`config.mk`:
```
export PLATFORM = sky130hd
export DESIGN_NAME = sum_req_initiator
export DESIGN_NICKNAME = d
export VERILOG_FILES = /design/src/rtl/sum_req_initiator.sv
export SDC_FILE = /design/constraint.sdc
export NUM_CORES = 1
export LEC_CHECK = 0
export BUFFER_PORTS_ARGS = -buffer_cell sky130_fd_sc_hd__clkbuf_2
export CORE_ASPECT_RATIO = 2
export CORE_MARGIN = 10
export CORE_UTILIZATION = 49
export CTS_BUF_LIST = sky130_fd_sc_hd__clkbuf_16
export DETAILED_ROUTE_END_ITERATION = 8
export PLACE_DENSITY = 0.82
export SETUP_SLACK_MARGIN = 0.4
export SYNTH_ARGS = -nofsm -noshare
export SYNTH_HDL_FRONTEND = slang
export SYNTH_SLANG_ARGS = --single-unit
```
`constraint.sdc`:
```
create_clock -name i_clk -period 2.7 [get_ports i_clk]
set_input_delay 0.135 -clock i_clk [delete_from_list [all_inputs] [get_ports i_clk]]
set_output_delay 0.135 -clock i_clk [all_outputs]
set_load 0.02 [all_outputs]
```
`src/rtl/sum_req_initiator.sv`:
```
// ---------------------------------------------------------------------------
// sum_req_initiator
//
// Purpose:
//   Initiator side of the single-cycle start/valid adder protocol. Takes
//   operand pairs from an upstream ready/valid stream and sends each pair to
//   an adder responder with a one-cycle start pulse. It then waits a bounded
//   number of cycles for the responder's valid, captures the sum, and returns
//   it downstream over a ready/valid stream. If no valid arrives in time, a
//   zero sum with the error flag set is returned instead, so the pipeline
//   cannot hang.
//
// Optional feature (macro SUM_INIT_CHECK_EN):
//   When defined, the block recomputes req_a+req_b locally and flags out_err
//   when the responder's sum disagrees. The responder's value is still
//   returned. When undefined, out_err reports timeouts only.
//
// Parameters:
//   W        operand/result width in bits
//   TIMEOUT  max cycles in WAIT without rsp_valid before timeout (>=2)
//   CNT_W    width of the wait counter
//
// Ports:
//   i_clk        clock, all logic on rising edge
//   i_rst_n      synchronous active-low reset
//   i_in_valid   upstream operand pair valid
//   o_in_ready   upstream ready (only in IDLE and out of reset)
//   i_in_a/b     operands
//   o_req_start  one-cycle start pulse to responder
//   o_req_a/b    operands to responder, held until next accept
//   i_rsp_valid  responder valid
//   i_rsp_y      responder sum
//   o_out_valid  result valid
//   i_out_ready  downstream ready
//   o_out_sum    captured sum (0 on timeout)
//   o_out_err    result is a timeout (or a check failure with the feature)
//   o_spurious   sticky: rsp_valid seen outside WAIT
// ---------------------------------------------------------------------------
module sum_req_initiator #(
  parameter int W       = 12,
  parameter int TIMEOUT = 8,
  parameter int CNT_W   = $clog2(TIMEOUT + 1)
) (
  input  logic         i_clk,
  input  logic         i_rst_n,
  input  logic         i_in_valid,
  output logic         o_in_ready,
  input  logic [W-1:0] i_in_a,
  input  logic [W-1:0] i_in_b,
  output logic         o_req_start,
  output logic [W-1:0] o_req_a,
  output logic [W-1:0] o_req_b,
  input  logic         i_rsp_valid,
  input  logic [W-1:0] i_rsp_y,
  output logic         o_out_valid,
  input  logic         i_out_ready,
  output logic [W-1:0] o_out_sum,
  output logic         o_out_err,
  output logic         o_spurious
);

  typedef enum logic [1:0] {
    S_IDLE,
    S_WAIT,
    S_RESP
  } state_t;

  state_t           r_state;
  logic             r_req_start;
  logic [W-1:0]     r_req_a;
  logic [W-1:0]     r_req_b;
  logic             r_out_valid;
  logic [W-1:0]     r_out_sum;
  logic             r_out_err;
  logic             r_spurious;
  logic [CNT_W-1:0] r_cnt;

  logic             w_accept;
  logic             w_timeout;
  logic             w_rsp_err;

  // Ready is only offered from IDLE, and is forced low while reset is held
  // so nothing is accepted on the same edge that reset is sampled.
  assign o_in_ready = i_rst_n && (r_state == S_IDLE);
  assign w_accept   = i_in_valid && o_in_ready;

  // The counter starts at zero on the accept edge, so the last WAIT edge is
  // the one where it reads TIMEOUT-1; that gives exactly TIMEOUT WAIT edges.
  assign w_timeout  = (r_cnt == CNT_W'(TIMEOUT - 1));

`ifdef SUM_INIT_CHECK_EN
  logic [W-1:0] w_expected;

  // Local reference sum of the operands still held on the request bus. It
  // wraps at W bits exactly like the responder's result.
  assign w_expected = r_req_a + r_req_b;
  assign w_rsp_err  = (i_rsp_y != w_expected);
`else
  assign w_rsp_err  = 1'b0;
`endif

  // Single controller for the whole transaction. Everything visible on the
  // ports is registered here so the responder and the downstream consumer
  // only ever see clean, edge-aligned values. A response always beats a
  // timeout that lands on the same edge, because the responder did answer
  // within the window. Any valid seen outside WAIT is recorded as spurious
  // and otherwise ignored, including a late answer after a timeout.
  always_ff @(posedge i_clk) begin
    if (!i_rst_n) begin
      r_state     <= S_IDLE;
      r_req_start <= 1'b0;
      r_req_a     <= '0;
      r_req_b     <= '0;
      r_out_valid <= 1'b0;
      r_out_sum   <= '0;
      r_out_err   <= 1'b0;
      r_spurious  <= 1'b0;
      r_cnt       <= '0;
    end else begin
      case (r_state)
        S_IDLE: begin
          r_req_start <= 1'b0;
          if (w_accept) begin
            r_req_a     <= i_in_a;
            r_req_b     <= i_in_b;
            r_req_start <= 1'b1;
            r_cnt       <= '0;
            r_state     <= S_WAIT;
          end
        end
        S_WAIT: begin
          r_req_start <= 1'b0;
          r_cnt       <= r_cnt + CNT_W'(1);
          if (i_rsp_valid) begin
            r_out_sum   <= i_rsp_y;
            r_out_err   <= w_rsp_err;
            r_out_valid <= 1'b1;
            r_state     <= S_RESP;
          end else if (w_timeout) begin
            r_out_sum   <= '0;
            r_out_err   <= 1'b1;
            r_out_valid <= 1'b1;
            r_state     <= S_RESP;
          end
        end
        S_RESP: begin
          r_req_start <= 1'b0;
          if (r_out_valid && i_out_ready) begin
            r_out_valid <= 1'b0;
            r_state     <= S_IDLE;
          end
        end
        default: begin
          r_req_start <= 1'b0;
          r_out_valid <= 1'b0;
          r_state     <= S_IDLE;
        end
      endcase

      if (i_rsp_valid && (r_state != S_WAIT)) begin
        r_spurious <= 1'b1;
      end
    end
  end

  assign o_req_start = r_req_start;
  assign o_req_a     = r_req_a;
  assign o_req_b     = r_req_b;
  assign o_out_valid = r_out_valid;
  assign o_out_sum   = r_out_sum;
  assign o_out_err   = r_out_err;
  assign o_spurious  = r_spurious;

endmodule

```
Word-level counts from Yosys, hierarchy flattened:

Cells that the tools add are included.
W data, S select, Z words.

* register bits after elaboration: 46
* input bits: 41
* output and inout bits: 41
* logic and storage cells: 46

* add/sub/neg operators: 1
* equal/unequal tests: 7
* muxes and demuxes: 15
* bitwise gates (word level): 1
* reductions and logical operators: 13

Operators with widths (count)
* $mux W12: 2
* $mux W2: 4
* $pmux W4 S2: 1
* $reduce_and A2 Y1: 4
* $pmux W2 S3: 1
* $reduce_and A3 Y1: 2
* $mux W1: 5
* $add A4 B1 Y4 const B: 1
* $eq A4 B3 Y1 const B: 1
* $logic_and A1 B1 Y1: 4
* $mux W4: 1
* $ne A2 B2 Y1 const B: 2
* $reduce_bool A2 Y1: 2
* $ne A3 B3 Y1 const B: 1
* $pmux W1 S3: 1
* $eq A2 B1 Y1 const B: 1
* $eq A2 B2 Y1 const B: 1
* $logic_not A2 Y1: 1
* $ne A2 B1 Y1 const B: 1
* $not A1 Y1: 1

Logic depth before layout (Yosys ltp):

* word-level depth: 5
* gate-level depth with buffers: 6

Least setup slack after synthesis:

Ideal clock, no wire load.

* path type: in2out
* start point: input port i_rst_n
* end point: output port o_in_ready
* data arrival time: 1.015 ns
* required time: 2.565 ns
* slack: 1.550 ns
* cell stages on the path: 4
* cell sequence: buf_2 -> inv_1 -> clkbuf_1 -> nor3_1

* cells in the longest elaborated chain, start to end: 1

RTL lines
* from (decl): line 45 `input logic i_rst_n,`
* $logic_and A1 B1 Y1: line 84 `assign o_in_ready = i_rst_n && (r_state == S_IDLE);`
* to (decl): line 47 `output logic o_in_ready,`

No other way between the ends.

Worst setup path after layout:

Same ends and word-level chain as after synthesis.

==> flow_summary.ini <==
[layout]
layout.cells.non_filler = 330
flow.area_growth_from_synthesis_pct = 28.2
antenna_cells_inserted = 0
num-nets-final = 322
final_core_utilization_pct = 64.4
post_route_cells_drive_above_1_share_pct = 32.4

[logic_synthesis]
syn_inst = 209
synthTopCellsByArea = sky130_fd_sc_hd__dfxtp_1 (51%), sky130_fd_sc_hd__nand2_1 (11%), sky130_fd_sc_hd__o21ai_1 (6.6%)
synthesis.area_mm2 = 0.00181
ys_seq_area_share_pct = 50.8
count_of_flip_flops_with_a_built_in_enable_after_synthesis = 0
synth_top_area_share_pct = 50.8
post_synth.cell_area_avg_um2 = 8.67
yosys.cell_types.count = 30
asyncSetResetFlopFracSynth_pct = 0
ys_seq_elements = 46
ys_warn_count = 0
mappedNetlistNets = 251
synthDominantAreaCellType = sky130_fd_sc_hd__dfxtp_1
yosys_most_used_dff = sky130_fd_sc_hd__dfxtp_1

[worst_hold_path]
hold_path_class = input pin to register
timing.hold.worst_endpoint = o_req_b[5]$_SDFFE_PN0P_
worstHoldStart = i_in_b[5]
hold_path_depth = 3

[clock_tree]
ctsRootBufferMaster = sky130_fd_sc_hd__clkbuf_16
cts-root-to-sink-buffers = 2
cts_hold_repair.buffers = 0
clk_transition_reported_paths_ps = 60
clk_latency_ps = 280
cts.sink_count = 46
tritoncts = yes
post_cts_setup_buffers = 0
postCtsResizedCells = 0
cts-htree-levels = 2
cts_inserted_buffers = 5

[worst_setup_path]
cp-end-kind = output port
r2r_cells = 3
cp_data_required_time_ps = 2570
critical_path.reg2reg.endpoint = o_out_sum[6]$_SDFFE_PN0P_
crit_type = input pin to output port
startpoint_type = input pin
crit-reg2reg-launch = r_state[0]$_SDFFE_PN0P_
critPathMaxFanout = 27
crit_arrival_ps = 1490
r2r_slack_ps = 1240

[drt]
drc = 0
initialDrtViolationCount = 71
route.vias.total = 1694
dr.pass1.iters = 4
routedWlPerCell_um = 14.0
route.detailed.vias_per_inst = 5.13
totalWireLength_mm = 4.61
drtAntennaViolNets = 0

[floorplan]
die-area_mm2 = 0.00668
start_util_pct = 50.2
placeableCoreArea_mm2 = 0.00361
die_h_um = 106
io_pins = 82
die-width_um = 63.0
fp-row-count = 31

[sta]
timing.clock.skew_ps = 6.17
timing.final.crit_share_pct = 60.3
hold_viol = 0
rsz0062_at_grt = no
max-slew-margin-rel_pct = 57.3
timing_worst_slew_pin_value_ps = 640
timing.fmax_ghz = 0.614
finalSetupViolations = 0
timing.setup.tns_ps = 0
period_minus_slack_ps = 1630
final-max-slew-violation-count = 0

[placement]
gp_congestion = 0.764
dp.final_hpwl_mm = 3.61
port_buffers = 81
placed_cells_incl_taps = 322

[grt]
overflow = 0
grt_first_pass_wirelength_mm = 7.97
grt_antenna_before_repair = 0
total_global_route_track_usage_pct = 14.2
pin_count_of_the_biggest_net_entering_global_routing = 51
grt_pass1_vias = 1727

[outcome]
outcome = complete, no violations

[power_and_ir_drop]
total_power_per_unit_cell_area_mw_per_mm2 = 717
max-vdd-ir-drop_mv = 0.470
power.static_leakage_nw = 1.04

[run]
max-cap-violations = 0
==> critical path: stages <==
cell                       delay (ps)
sky130_fd_sc_hd__clkbuf_2         400
sky130_fd_sc_hd__inv_1            440
sky130_fd_sc_hd__nor3_1           280
sky130_fd_sc_hd__clkbuf_2         220
==> synthesized netlist by cell type, types with 2 or more instances <==
master / n
sky130_fd_sc_hd__nand2_1: 52
sky130_fd_sc_hd__o21ai_1: 24
sky130_fd_sc_hd__nand3_1: 2
sky130_fd_sc_hd__clkbuf_1: 4
sky130_fd_sc_hd__inv_1: 4
sky130_fd_sc_hd__o21ai_0: 2
sky130_fd_sc_hd__buf_2: 7
sky130_fd_sc_hd__buf_6: 3
sky130_fd_sc_hd__nor2_1: 4
sky130_fd_sc_hd__a31oi_1: 13
sky130_fd_sc_hd__dfxtp_1: 46
sky130_fd_sc_hd__a21oi_1: 17
sky130_fd_sc_hd__buf_4: 3
sky130_fd_sc_hd__a211oi_1: 12
==> report_power, final <==
group	switching [mW]	internal, mW	total [mW]
Combinational	0.160	0.0896	0.249
Clock	0.233	0.429	0.662
Sequential	0.0285	0.726	0.754
==> worst max path at each step <==
| stage | startpoint | endpoint | cells past startpoint |
|---|---|---|---|
| detailed placement | i_rst_n | o_in_ready | 4 |
| CTS | i_rst_n | o_in_ready | 4 |
| floorplan | i_rst_n | o_in_ready | 4 |
| global route | i_rst_n | o_in_ready | 4 |
| finish | i_rst_n | o_in_ready | 4 |
| global placement | i_rst_n | o_in_ready | 4 |
==> logic make-up after synthesis <==
kind of cell,synth area share [%]
adders and majority gates,0.690
DFF,50.8
and+or+nand+nor,16.2
muxes,0.553
AOI/OAI and AO/OA,24.0
buffers and inverters,7.80
==> through the flow <==
stage	power (mW)	worst slack [ps]	hold slack (ps)	cell area (um^2)
after floorplan	0.943	1550	250	1810
after global placement	1.01	1110	337	2160
after detailed placement	1.02	1060	340	2160
after CTS	1.69	1050	45.4	2320
after global routing	1.74	887	55.1	2320
final	1.67	1070	52.5	2320
==> registers in the layout, indices dropped and copies added, names as in the netlist, 2 cells and up <==
signal     count
o_req_b       12
o_req_a       12
r_state        2
o_out_sum     12
r_cnt          4
==> cells in the final DEF, fill, tap and decap left out, types with 2 or more instances in the layout <==
cell type,Yosys,final
sky130_fd_sc_hd__a211oi_1,12,12
sky130_fd_sc_hd__a21oi_1,17,17
sky130_fd_sc_hd__a31oi_1,13,13
sky130_fd_sc_hd__clkbuf_16,0,5
sky130_fd_sc_hd__clkbuf_2,0,81
sky130_fd_sc_hd__dfxtp_1,46,46
sky130_fd_sc_hd__inv_1,4,6
sky130_fd_sc_hd__nand2_1,52,52
sky130_fd_sc_hd__nand3_1,2,2
sky130_fd_sc_hd__nor2_1,4,4
sky130_fd_sc_hd__o21ai_0,2,2
sky130_fd_sc_hd__o21ai_1,24,24
==> layer usage <==
layer	routed length (um)	vias up	part of all wire (%)	global-route usage (%)
met5	0	-	0	0
met4	54	0	1.2	5.79
met3	397	6	8.6	6.10
met2	2140	71	47	23.6
met1	2010	752	44	15.3
li1	-	865	-	-
==> layout make-up <==
class | count | area (um^2)
flip-flops and latches | 46 | 921
well taps | 49 | 61.3
repair buffers | 82 | 413
multi-input cells | 141 | 749
clock buffers | 5 | 125
fillers | 320 | 1280
clock inverters | 3 | 37.5
inverters | 4 | 15.0
Note: power is estimated with default switching activity, not from simulation.
